File: src/rtl/muldiv_unit.sv
// Iterative RV32M multiply/divide unit: shift-add multiply, restoring divide.
// Latency: fixed 32 iterations; done pulses in the cycle after the 32nd edge past accept.
// Backpressure: start is sampled only in IDLE; busy is high through CALC and DONE so the core stalls.
module muldiv_unit #(
  parameter int XLEN = 32,
  parameter int ITER = 32
) (
  input  logic            clk,
  input  logic            rst,
  input  logic            start,
  input  logic [2:0]      funct3,
  input  logic [XLEN-1:0] op_a,
  input  logic [XLEN-1:0] op_b,
  input  logic [4:0]      rd_in,
  output logic            busy,
  output logic            done,
  output logic [XLEN-1:0] result,
  output logic [4:0]      rd_out,
  output logic            wb_we
);

  localparam int            CW   = $clog2(ITER);
  localparam logic [CW-1:0] LAST = CW'(ITER - 1);

  typedef enum logic [1:0] {IDLE, CALC, DONE} state_t;

  state_t          state, state_nx;
  logic [2:0]      fn;
  logic            sa, sb;          // recorded operand signs (0 for unsigned ops)
  logic            b_zero, ovf;     // boundary-case flags captured at accept
  logic [XLEN-1:0] a_lat;           // raw dividend, returned by REM on divide-by-zero
  logic [XLEN-1:0] mb;              // multiplicand (mul) or divisor magnitude (div)
  logic [XLEN-1:0] lo;              // multiplier / product low (mul) or dividend / quotient (div)
  logic [XLEN:0]   acc;             // product high (mul) or remainder with guard bit (div)
  logic [CW-1:0]   count;

  logic            sa_in, sb_in;
  logic [XLEN-1:0] mag_a, mag_b;
  logic [XLEN:0]   mul_sum, div_shift, div_diff;
  logic [XLEN:0]   acc_nx;
  logic [XLEN-1:0] lo_nx;
  logic [2*XLEN-1:0] prod, prod_s;
  logic [XLEN-1:0] quo_s, rem_s, res_sel;

  // Operand sign recording and magnitudes for the op being accepted.
  always_comb begin
    sa_in = op_a[XLEN-1] & (funct3 inside {3'd1, 3'd2, 3'd4, 3'd6});
    sb_in = op_b[XLEN-1] & (funct3 inside {3'd1, 3'd4, 3'd6});
    mag_a = sa_in ? -op_a : op_a;
    mag_b = sb_in ? -op_b : op_b;
  end

  // One iteration of shift-add multiply or restoring divide, plus final result mux.
  always_comb begin
    mul_sum   = {1'b0, acc[XLEN-1:0]} + (lo[0] ? {1'b0, mb} : '0);
    div_shift = {acc[XLEN-1:0], lo[XLEN-1]};
    div_diff  = div_shift - {1'b0, mb};
    if (fn[2]) begin
      // Guard bit set means the trial subtraction borrowed: restore.
      acc_nx = div_diff[XLEN] ? div_shift : div_diff;
      lo_nx  = {lo[XLEN-2:0], ~div_diff[XLEN]};
    end else begin
      acc_nx = {1'b0, mul_sum[XLEN:1]};
      lo_nx  = {mul_sum[0], lo[XLEN-1:1]};
    end
    prod   = {acc_nx[XLEN-1:0], lo_nx};
    prod_s = (sa ^ sb) ? -prod : prod;
    quo_s  = (sa ^ sb) ? -lo_nx : lo_nx;
    rem_s  = sa ? -acc_nx[XLEN-1:0] : acc_nx[XLEN-1:0];
    case (fn)
      3'd0:                res_sel = prod[XLEN-1:0];
      3'd1, 3'd2, 3'd3:    res_sel = prod_s[2*XLEN-1:XLEN];
      3'd4, 3'd5:          res_sel = b_zero ? '1 : (ovf ? {1'b1, {(XLEN-1){1'b0}}} : quo_s);
      default:             res_sel = b_zero ? a_lat : (ovf ? '0 : rem_s);
    endcase
  end

  // State register.
  always_ff @(posedge clk or posedge rst) begin
    if (rst) state <= IDLE;
    else     state <= state_nx;
  end

  // Next-state and status outputs.
  always_comb begin
    state_nx = state;
    busy     = 1'b0;
    done     = 1'b0;
    wb_we    = 1'b0;
    case (state)
      IDLE: if (start) state_nx = CALC;
      CALC: begin
        busy = 1'b1;
        if (count == LAST) state_nx = DONE;
      end
      DONE: begin
        busy     = 1'b1;
        done     = 1'b1;
        wb_we    = (rd_out != 5'd0);
        state_nx = IDLE;
      end
      default: state_nx = IDLE;
    endcase
  end

  // Operand capture, iteration datapath and registered result.
  always_ff @(posedge clk or posedge rst) begin
    if (rst) begin
      fn     <= '0;
      sa     <= 1'b0;
      sb     <= 1'b0;
      b_zero <= 1'b0;
      ovf    <= 1'b0;
      a_lat  <= '0;
      mb     <= '0;
      lo     <= '0;
      acc    <= '0;
      count  <= '0;
      result <= '0;
      rd_out <= '0;
    end else if (state == IDLE && start) begin
      fn     <= funct3;
      sa     <= sa_in;
      sb     <= sb_in;
      b_zero <= (op_b == '0);
      ovf    <= (funct3 inside {3'd4, 3'd6}) && (op_a == {1'b1, {(XLEN-1){1'b0}}}) && (&op_b);
      a_lat  <= op_a;
      mb     <= funct3[2] ? mag_b : mag_a;
      lo     <= funct3[2] ? mag_a : mag_b;
      acc    <= '0;
      count  <= '0;
      rd_out <= rd_in;
    end else if (state == CALC) begin
      acc   <= acc_nx;
      lo    <= lo_nx;
      count <= count + 1'b1;
      if (count == LAST) result <= res_sel;
    end
  end

endmodule
File: config.mk
export PLATFORM = sky130hd
export DESIGN_NAME = muldiv_unit
export DESIGN_NICKNAME = d
export VERILOG_FILES = /design/src/rtl/muldiv_unit.sv
export SDC_FILE = /design/constraint.sdc
export NUM_CORES = 1
export LEC_CHECK = 0
export CELL_PAD_IN_SITES_DETAIL_PLACEMENT = 2
export CELL_PAD_IN_SITES_GLOBAL_PLACEMENT = 2
export CORE_ASPECT_RATIO = 0.5
export CORE_UTILIZATION = 33
export CTS_CLUSTER_SIZE = 24
export DETAILED_ROUTE_END_ITERATION = 10
export PLACE_DENSITY = 0.76
export SETUP_SLACK_MARGIN = 0.1
export SLEW_MARGIN = 20
export SYNTH_ARGS = -nofsm -noshare
export SYNTH_HDL_FRONTEND = slang
export SYNTH_SLANG_ARGS = --single-unit
File: constraint.sdc
create_clock -name clk -period 6.7 [get_ports clk]
set_input_delay 1.675 -clock clk [delete_from_list [all_inputs] [get_ports clk]]
set_output_delay 1.675 -clock clk [all_outputs]
set_load 0.03 [all_outputs]
Word-level counts from Yosys, hierarchy flattened
Index checks and enable logic that the tools add are counted.

word-level totals
  register bits after elaboration = 179
  latch bits = 0
  bits in writable memories = 0
  bits in read-only memories = 0
  input bits = 75
  output and inout port bits = 40
  memories kept = 0

operators by class
  add/subtract/negate cells = 8
  $mul = 0
  div/mod/pow operators = 0
  order comparisons = 0
  equality and inequality tests = 15
  shift operators = 0
  multiplexer cells = 28
  bitwise operators = 5
  reductions and logical operators = 17

operator list
  cell                  count
  $mux 32               18
  $neg 32->32           4
  $pmux 32 s3           1
  $mux 64               1
  $neg 64->64           1
  $add 32x32->33        1
  $sub 33x32->33        1
  $eq 32x32->1 const B  1
  $logic_not 32->1      1
  $reduce_and 32->1     1
  $eq 3x3->1 const B    4
  $mux 5                2
  $eq 3x2->1 const B    3
  $eq 3x1->1 const B    2
  $add 5x1->5 const B   1
  $eq 5x5->1 const B    1
  $reduce_bool 5->1     1
  $mux 2                2
  $ne 2x2->1 const B    2
  $pmux 2 s2            1
  $reduce_bool 2->1     2
  $reduce_bool 4->1     1
  $reduce_or 2->1       2
  $logic_and 1x1->1     3
  12 further kinds      16

Depth between registers and ports, before layout
Gate-level depths: netlist of run 1.

  depth in word-level cells = 8
  mapped depth = 27
  depth with buffers taken out = 24

Least setup slack after synthesis of run 1
No wires, ideal clock.

  path type = register -> register
  from = reg acc[26]
  to = reg result[14]
  setup time = 135 ps
  arrival time = 5214 ps
  data required time = 6565 ps
  setup slack = 1351 ps
  stages on the path, launching flop included = 26
  cells stage by stage = dfrtp_1 > ha_1 > buf_6 > a21o_1 > a31oi_4 > o211ai_2 > a211oi_4 > a21boi_4 > xnor2_2 > buf_6 > buf_6 > mux2i_1 > ha_1 > o221ai_1 > nor2_1 > nor4bb_1 > clkbuf_1 > nand2_1 > inv_1 > nand2_1 > or3_1 > o21ai_2 > o21ai_0 > xor2_1 > a221oi_1 > o21ai_0

between the ends
  word-level cells in the longest chain between the ends = 8
  elaborated cells between the ends (all ways) = 16
  classes of those cells = add/sub: 4; mux: 11; bitwise: 1

ends and longest elaborated chain
  what                                             line    text
  start: declaration                               34      logic [XLEN:0] acc;
  start signal: assignment                         134     acc <= acc_nx;
  $sub 33x32->33 (*)                               57      div_diff = div_shift - {1'b0, mb};
  $mux 32 / $not 1->1 (equally long branches)      60, 61
  $mux 32                                          58      if (fn[2]) begin
  $neg 32->32, on equally long branches            69, 68
  $mux 32, on equally long branches                69, 68
  $mux 32, on equally long branches (2 in series)  74, 73
  $pmux 32 s3 (*)                                  70      case (fn)
  end signal: assignment                           137     if (count == LAST) result <= res_sel;
  end: declaration                                 17      output logic [XLEN-1:0] result,

Mark *: on every way between the ends. The rest lies on a longest branch, timed or not.
A chain may end at the register's enable or synchronous reset.

Worst setup path in the final report of run 1
  from = reg lo[31]
  to = reg result[14]

between the ends
  word-level cells in the longest chain between the ends = 8
  elaborated cells between the ends (all ways) = 16
  classes of those cells = add/sub: 4; mux: 11; bitwise: 1

ends and longest elaborated chain
  what                                             line    text
  start: declaration                               33      logic [XLEN-1:0] lo;
  start signal: assignment                         129     lo <= funct3[2] ? mag_a : mag_b;
  start signal: assignment                         135     lo <= lo_nx;
  $sub 33x32->33                                   57
  $mux 32 / $not 1->1 (equally long branches)      60, 61
  $mux 32                                          58
  $neg 32->32, on equally long branches            69, 68
  $mux 32, on equally long branches                69, 68
  $mux 32, on equally long branches (2 in series)  74, 73
  $pmux 32 s3 (*)                                  70

Marked as above.

==> implementation parameters, run 1 <==
Parameter                              Value

Run status
  Outcome ... finished, final reports clean

CTS
  Clk slew on worst S/H paths ... 0.09 ns
  Max Buffers Root-to-Sink ... 2
  Clock tree from TritonCTS ... yes
  Number of buffers inserted for hold repair after clock tree synthesis ... 0
  Number of instances resized during post-cts repair ... 0
  Number of clock sinks ... 179
  Clock latency of the later-clocked register in the worst-skew pair ... 0.48 ns
  Root Driver ... clkbuf_16
  CTS H-tree lvls ... 4
  Post-CTS setup buffer count ... 0
  Number of buffers added by the clock tree synthesis step ... 17

Die
  Count of pins on the block boundary ... 115
  Die area ... around 56,000 um^2
  Die Wd ... approximately 330 um
  Height of the die ... between 150 and 200 um
  Effective utilization at floorplan ... about a third
  # rows ... 60
  Total core area ... 54,000 um^2

Timing
  Unrepaired setup endpoints after global routing ... false
  Fin Clk Skew ... 0.0204 ns
  Final period utilization ... 91.5%
  Final Hold Fails ... 0
  Total negative slack for setup checks ... 0 ns
  Pin slew with the least headroom to its limit ... 1.12 ns
  Final number of max-transition violations ... 0
  Headroom to the max-slew limit ... between 20 and 25%
  Shortest period the worst path allows ... 6.13 ns
  Final setup violation count ... 0
  Maximum clock rate ... 163 MHz

Critical path
  Arrival time of the worst setup path ... 6.49 ns
  Critical path startpoint ... lo[31]$_DFFE_PP0P_
  Kind of launch point of the worst setup path ... flop
  Critical register-to-register path startpoint ... lo[31]$_DFFE_PP0P_
  Required time at the worst-slack endpoint ... 7.05 ns
  Path depth of the worst reg2reg path ... 23
  Max FO, Critical Path ... 7
  R2R Path End ... result[14]$_DFFE_PP0P_
  Crit Path Category ... reg -> reg
  Flop2flop setup slack ... roughly 0.57 ns
  Critical path capture point type ... flop

Synthesis
  Synth Register Bits ... 179
  Count of flip-flops with a built-in enable after synthesis ... 0
  Area leader, netlist ... dfrtp_1
  Top_reg_cell synth ... dfrtp_1
  Largest cells by area after synthesis ... dfrtp_1 25%, nand2_1 7.8%, o21ai_0 6.1%, xnor2_1 5.3%, ha_1 5.2%
  Most instantiated cells after synthesis ... 375 x nand2_1, 222 x o21ai_0, 214 x nor2_1
  Cell with the most instances after synthesis ... nand2_1
  Syn avg cell area ... 7.48 um^2
  Post-synthesis instance total ... approximately 2,400
  Nets in the synthesized netlist ... about 2,600
  Post-synth ARST share ... 100%
  Sequential element share of the synthesized area ... 24.7%
  Post-synthesis instance area ... 18,100 um^2
  Post-synthesis cell type count ... 111
  Synth top area share ... 24.7%
  Syn. warnings ... 0

Finish
  Area Growth Syn to Fin ... 14.8%
  Share of final-layout standard cells stronger than drive strength 1 ... 7.53%
  Multi-input gate area ... 12,800 um^2
  Nets ... 2,623
  Fill cell instance count of the final layout ... 6,246
  Register area ... 4480 um^2
  Layout Cell Area excl Fill ... 20,800 um^2

Global routing
  Remaining global-route overflow ... 0
  Overall track demand over capacity in global routing ... 32.6%
  Met3 usage ... 6.22%
  Initial antenna violation count ... 7
  Met1 global-route usage ... 45.8%
  Global routing's busiest layer ... met2
  Met2 Usage GRT ... around 51%
  Pin count of the biggest net entering global routing ... about 130
  Global-route wire length before repair ... 137,000 um
  Number of global-route vias before repair ... 20,284

Place
  DP Wirelength ... 72,300 um
  Post-placement cell area ... 20,200 um^2
  IO Port Bufs ... 114
  Final Wtd Congestion ... 0.974

Routing
  Drt drc ... 0
  Number of iterations in the first detailed-routing pass ... 5
  DR vias ... ~20,000
  Final wirelength ... 92,400 um
  Antenna-violating nets left ... 0
  Mean number of vias per cell ... 6.27
  Initial detailed-routing violation count ... 1,847
  Post-detailed-route wirelength per cell ... 28.9 um

Job
  Max Cap Violations ... 0

Pwr
  Pwr per Cell Area ... 668 nW/um^2
  Leakage power summed over all cells ... 8.42 nW
  Total power ... between 10 and 15 mW
  Worst VDD drop ... 0.308 mV

Worst hold path
  Origin of the worst min-delay path ... result[2]$_DFFE_PP0P_
  Hold EP ... result[2]$_DFFE_PP0P_
  Worst hold path cell count ... 2
  Hold Crit Class ... reg -> reg
## worst max path at each step
stage,to
2_1_floorplan,a_lat[0]$_DFFE_PP0P_
3_3_place_gp,result[18]$_DFFE_PP0P_
3_5_place_dp,result[18]$_DFFE_PP0P_
4_1_cts,result[18]$_DFFE_PP0P_
5_1_grt,result[18]$_DFFE_PP0P_
6_report,result[14]$_DFFE_PP0P_
## cell type report
| type | count | share of cell area [%] |
|---|---|---|
| clock buffers | 17 | 2.04 |
| well taps | 713 | 4.29 |
| multi-input cells | 2012 | 61.4 |
| clock inverters | 15 | 1.02 |
| inverters | 69 | 1.28 |
| flip-flops and latches | 179 | 21.5 |
| diodes | 1 | 0.0120 |
| repair buffers | 192 | 8.40 |
## cell families (layout without fill, tap and decap cells)
logic type	count (synthesis)	in the layout	share of synthesized area, %
and+or+nand+nor	917	917	23.9
AOI/OAI and AO/OA	747	747	27.0
buffers and inverters	233	293	5.17
xor gates and xnor gates	191	191	9.31
DFF	179	179	24.7
muxes	80	80	4.51
adders and majority gates	77	77	5.39
other	0	1	0
## placed cells by master, fill, tap and decap left out, drive strengths merged, types with 7 or more instances in the layout
| cell type | count |
|---|---|
| nand2 | 375 |
| o21ai | 232 |
| nor2 | 214 |
| dfrtp | 179 |
| a21oi | 178 |
| clkdlybuf4s50 | 113 |
| xnor2 | 112 |
| xor2 | 79 |
| buf | 79 |
| ha | 75 |
| inv | 74 |
| nor3 | 70 |
| mux2i | 69 |
| o211ai | 68 |
| and2 | 46 |
| nand3 | 41 |
| a31oi | 29 |
| a211oi | 29 |
| o31ai | 26 |
| a221oi | 26 |
| a21o | 23 |
| or3 | 22 |
| nand4 | 21 |
| o21a | 19 |
| nand2b | 19 |
| nor4 | 19 |
| and3 | 17 |
| clkbuf | 17 |
| nor2b | 12 |
| o2111ai | 11 |
| or2 | 11 |
| mux2 | 11 |
| o22ai | 10 |
| or4 | 9 |
| a221o | 9 |
| o41ai | 9 |
| nand3b | 8 |
| nor3b | 8 |
| clkinv | 7 |
## per-stage QoR
stage / hold WS [ns] / setup slack, ns / cells / util (%)
final: 0.498 / 0.567 / 3198 / 38.6
after global routing: 0.521 / 0.219 / 3197 / 38.6
after CTS: 0.495 / 0.489 / 3197 / 38.6
after detailed placement: 0.468 / 0.512 / 3165 / 37.4
after global placement: 0.466 / 0.582 / 3165 / 37.4
after floorplan: 0.446 / 0.166 / 2424 / -
## critical path, stage by stage (launching register included)
cell	delay (ns)
dfrtp_1	0.48
inv_1	0.08
ha_1	0.21
fa_1	0.42
nand2b_1	0.19
a21oi_1	0.46
o211a_1	0.28
or2_4	0.17
a21boi_4	0.09
xnor2_4	0.17
mux2i_1	0.31
ha_1	0.28
o221ai_1	0.24
nor2_1	0.28
nor4bb_1	0.47
nand2_1	0.15
inv_1	0.13
nand2_1	0.07
or3_1	0.42
o21ai_2	0.39
o21ai_0	0.20
xor2_1	0.18
a221oi_1	0.23
o21ai_0	0.11
## flip-flops by register name (all words and copies together) (netlist names)
signal and count:
count 5, acc 32, ovf 1, lo 32
b_zero 1, result 32, sb 1, fn 3
sa 1, a_lat 32, state 2, mb 32
rd_out 5
## report_power, final
part	internal (mW)	switching (mW)	leakage (nW)
clock	0.577	0.582	0.307
combinational	3.62	6.83	5.94
sequential	1.49	0.797	2.17
## routing by layer
metal,wire length (um),part of all wire [%],vias to the layer above
met5,0,0,-
met4,2430,2.6,0
met3,6830,7.4,106
met2,40600,44,679
met1,42600,46,10450
li1,-,-,8817
Power figures use the tool's default switching activity.
==> run 2, diff against run 1 <==
==> constraint.sdc (replaced) <==
create_clock -name clk -period 6.7 [get_ports clk]
set_input_delay 1.34 -clock clk [delete_from_list [all_inputs] [get_ports clk]]
set_output_delay 1.34 -clock clk [all_outputs]
set_load 0.03 [all_outputs]
==> run 2 against run 1 <==
Sequential share of layout area rose by 0.12 points. Largest power group unchanged. Highest routed layer unchanged. Total power shrank 0.61%. Global-route usage rose by 0.44 points. Register-to-register slack got worse by 0.22 ns. Count of clock-buffer cells in the layout unchanged. Combinational power about the same. Wire length increased by 0.93%. Clock power is 4% lower. Largest cell class unchanged. Critical path type unchanged.
==> implementation parameters, run 2 (same netlist as run 1, synthesis figures left out) <==
Parameter                              Value

Run status
  Outcome ... finished, final reports clean (unchanged)

Timing
  Worst Setup Slack, final ... 0.350 ns (was 0.567 ns)
  Headroom to the max-slew limit ... 21.6% (was 24.8%)
  Final period utilization ... 94.8% (was 91.5%)
  Unrepaired setup endpoints after global routing ... false (unchanged)
  Final number of max-transition violations ... 0 (unchanged)
  Fin Clk Skew ... 0.0215 ns (was 0.0204 ns)
  Maximum clock rate ... 157 MHz (was 163 MHz)
  Shortest period the worst path allows ... 6.35 ns (was 6.13 ns)
  Final Hold Fails ... 0 (unchanged)
  Pin slew with the least headroom to its limit ... 1.16 ns (was 1.12 ns)
  Final setup violation count ... 0 (unchanged)
  Total negative slack for setup checks ... 0 ns (unchanged)

CTS
  Clk slew on worst S/H paths ... 0.09 ns (about the same)
  Post-CTS setup buffer count ... 0 (unchanged)
  Number of clock sinks ... 179 (unchanged)
  Clock latency of the later-clocked register in the worst-skew pair ... 0.49 ns (was 0.48 ns)
  Max Buffers Root-to-Sink ... 2 (unchanged)
  Root Driver ... clkbuf_16 (unchanged)
  Number of buffers inserted for hold repair after clock tree synthesis ... 0 (unchanged)
  Number of buffers added by the clock tree synthesis step ... 17 (unchanged)
  Clock tree from TritonCTS ... yes (unchanged)
  CTS H-tree lvls ... 4 (unchanged)

Finish
  Nets ... 2,616 (was 2,623)
  Finished Core Util ... 38.4% (was 38.6%)
  Area Growth Syn to Fin ... 14.1% (was 14.8%)
  Commonest cells after routing, fill and taps aside ... 374 x nand2_1, 221 x o21ai_0, 214 x nor2_1 (unchanged)
  Share of final-layout standard cells stronger than drive strength 1 ... 7.27% (was 7.53%)
  Most common library cell in the layout ignoring fill and taps ... nand2_1 (unchanged)
  Fill cell instance count of the final layout ... 6,256 (was 6,246)

Pwr
  Total power ... 13.8 mW (was 13.9 mW)
  Portion of total power attributed to the clock network ... 8.1% (was 8.3%)
  Net switching power ... 8.22 mW (was 8.21 mW)
  Design internal power ... 5.59 mW (was 5.69 mW)
  Fraction of power consumed by combinational cells ... 75.7% (was 75.2%)
  Worst VDD drop ... 0.315 mV (was 0.308 mV)
  Pwr per Cell Area ... 667 nW/um^2 (was 668 nW/um^2)
  Net switching fraction of the power ... 59.5% (was 59.1%)
  Leakage power summed over all cells ... 8.36 nW (was 8.42 nW)
  Sequential power share ... 16.2% (was 16.4%)

Die
  # rows ... 60 (unchanged)
  Height of the die ... 168 um (unchanged)
  Die area ... 56,000 um^2 (unchanged)
  Count of pins on the block boundary ... 115 (unchanged)
  Effective utilization at floorplan ... 33.6% (unchanged)
  Die Wd ... 334 um (unchanged)
  Total core area ... 54,000 um^2 (unchanged)

Routing
  Number of iterations in the first detailed-routing pass ... 5 (unchanged)
  Initial detailed-routing violation count ... 1,708 (was 1,847)
  Mean number of vias per cell ... 6.25 (was 6.27)
  Final wirelength ... 93,300 um (was 92,400 um)
  Post-detailed-route wirelength per cell ... 29.2 um (was 28.9 um)
  Drt drc ... 0 (unchanged)
  Antenna-violating nets left ... 0 (unchanged)
  DR vias ... 19,936 (was 20,052)

Global routing
  Remaining global-route overflow ... 0 (unchanged)
  Initial antenna violation count ... 6 (was 7)
  Pin count of the biggest net entering global routing ... 97 (was 127)
  Global-route wire length before repair ... 138,000 um (was 137,000 um)
  Overall track demand over capacity in global routing ... 33.1% (was 32.6%)
  Number of global-route vias before repair ... 20,369 (was 20,284)

Worst hold path
  Worst hold path cell count ... 2 (unchanged)
  Hold Crit Class ... reg -> reg (unchanged)

Critical path
  Max FO, Critical Path ... 7 (unchanged)
  Path depth of the worst reg2reg path ... 20 (was 23)
  Critical path capture point type ... flop (unchanged)
  Crit Path Category ... reg -> reg (unchanged)
  Kind of launch point of the worst setup path ... flop (unchanged)
  Arrival time of the worst setup path ... 6.70 ns (was 6.49 ns)
  Required time at the worst-slack endpoint ... 7.05 ns (about the same)

Place
  Worst setup timing slack at the placement stage ... 0.284 ns (was 0.512 ns)
  Final Wtd Congestion ... 0.964 (was 0.974)
  DP Wirelength ... 73,200 um (was 72,300 um)
  IO Port Bufs ... 114 (unchanged)

Job
  Max Cap Violations ... 0 (unchanged)
## run 2: worst max-delay path, cell delays in order, from the launching register on
cell       delay (ns)
dfrtp_1          0.51
inv_1            0.08
ha_1             0.22
fa_1             0.41
nand2b_1         0.19
a21oi_1          0.43
o211a_1          0.26
nor2_1           0.13
o21ai_1          0.50
o2bb2ai_1        0.20
a211oi_4         0.50
ha_1             0.39
nand2_1          0.10
or3_1            0.32
mux2i_1          0.24
a32oi_1          0.17
a21o_1           0.26
o31ai_1          0.56
xnor2_1          0.13
a221oi_1         0.49
nor3_1           0.10
## run 2: timing repair
| item | in CTS | in global routing |
|---|---|---|
| endpoints found under the hold margin | 0 | 0 |
| gates resized for setup | 0 | 1 |
| endpoints found under the setup margin | 0 | 8 |
## run 2: through the flow
stage                     cell area [um^2]  hold WS [ns]  cells
final                                20700         0.494   3191
after global routing                 20700         0.523   3190
after CTS                            20700         0.492   3190
after detailed placement             20100         0.467   3158
after global placement               20100         0.464   3158
after floorplan                      18100         0.446   2424
## run 2: power groups by stage
stage	Clock [mW]	Combinational, mW	Sequential [mW]
finish	1.11	10.5	2.24
floorplan	0	6.77	1.79
global placement	0	9.84	2.20
global route	1.16	11.0	2.28
detailed placement	0	10.1	2.23
CTS	1.12	10.2	2.21
## run 2: layout make-up
cell class	count	area, um^2	area share (%)
timing repair buffer	185	1680	8.13
clock buffer	17	425	2.05
inverter	69	267	1.29
tap	713	892	4.31
clock inverter	15	163	0.786
sequential	179	4480	21.7
antenna	1	2.50	0.0121
multi-input combinational	2012	12800	61.8
## run 2: worst paths after layout
check / start / slack, ns / to
setup / recovery: lo[31]$_DFFE_PP0P_ / 0.35 / result[12]$_DFFE_PP0P_
hold / removal: a_lat[5]$_DFFE_PP0P_ / 0.49 / a_lat[5]$_DFFE_PP0P_
setup reg to reg: lo[31]$_DFFE_PP0P_ / 0.35 / result[12]$_DFFE_PP0P_
hold reg to reg: a_lat[5]$_DFFE_PP0P_ / 0.49 / a_lat[5]$_DFFE_PP0P_
max in group asynchronous: rst / 4.07 / mb[26]$_DFFE_PP0P_
min in group asynchronous: rst / 1.38 / a_lat[17]$_DFFE_PP0P_
## run 2: layer usage
layer  vias to the layer above  share of wire, %  global-route usage (%)  wire length (um)
met5                         -                 0                       0                 0
met4                         0               3.0                    9.64              2810
met3                       119               6.5                    4.52              6020
met2                       662                44                    51.9             41200
met1                     10334                46                    47.0             43200
li1                       8821                 -                       -                 -
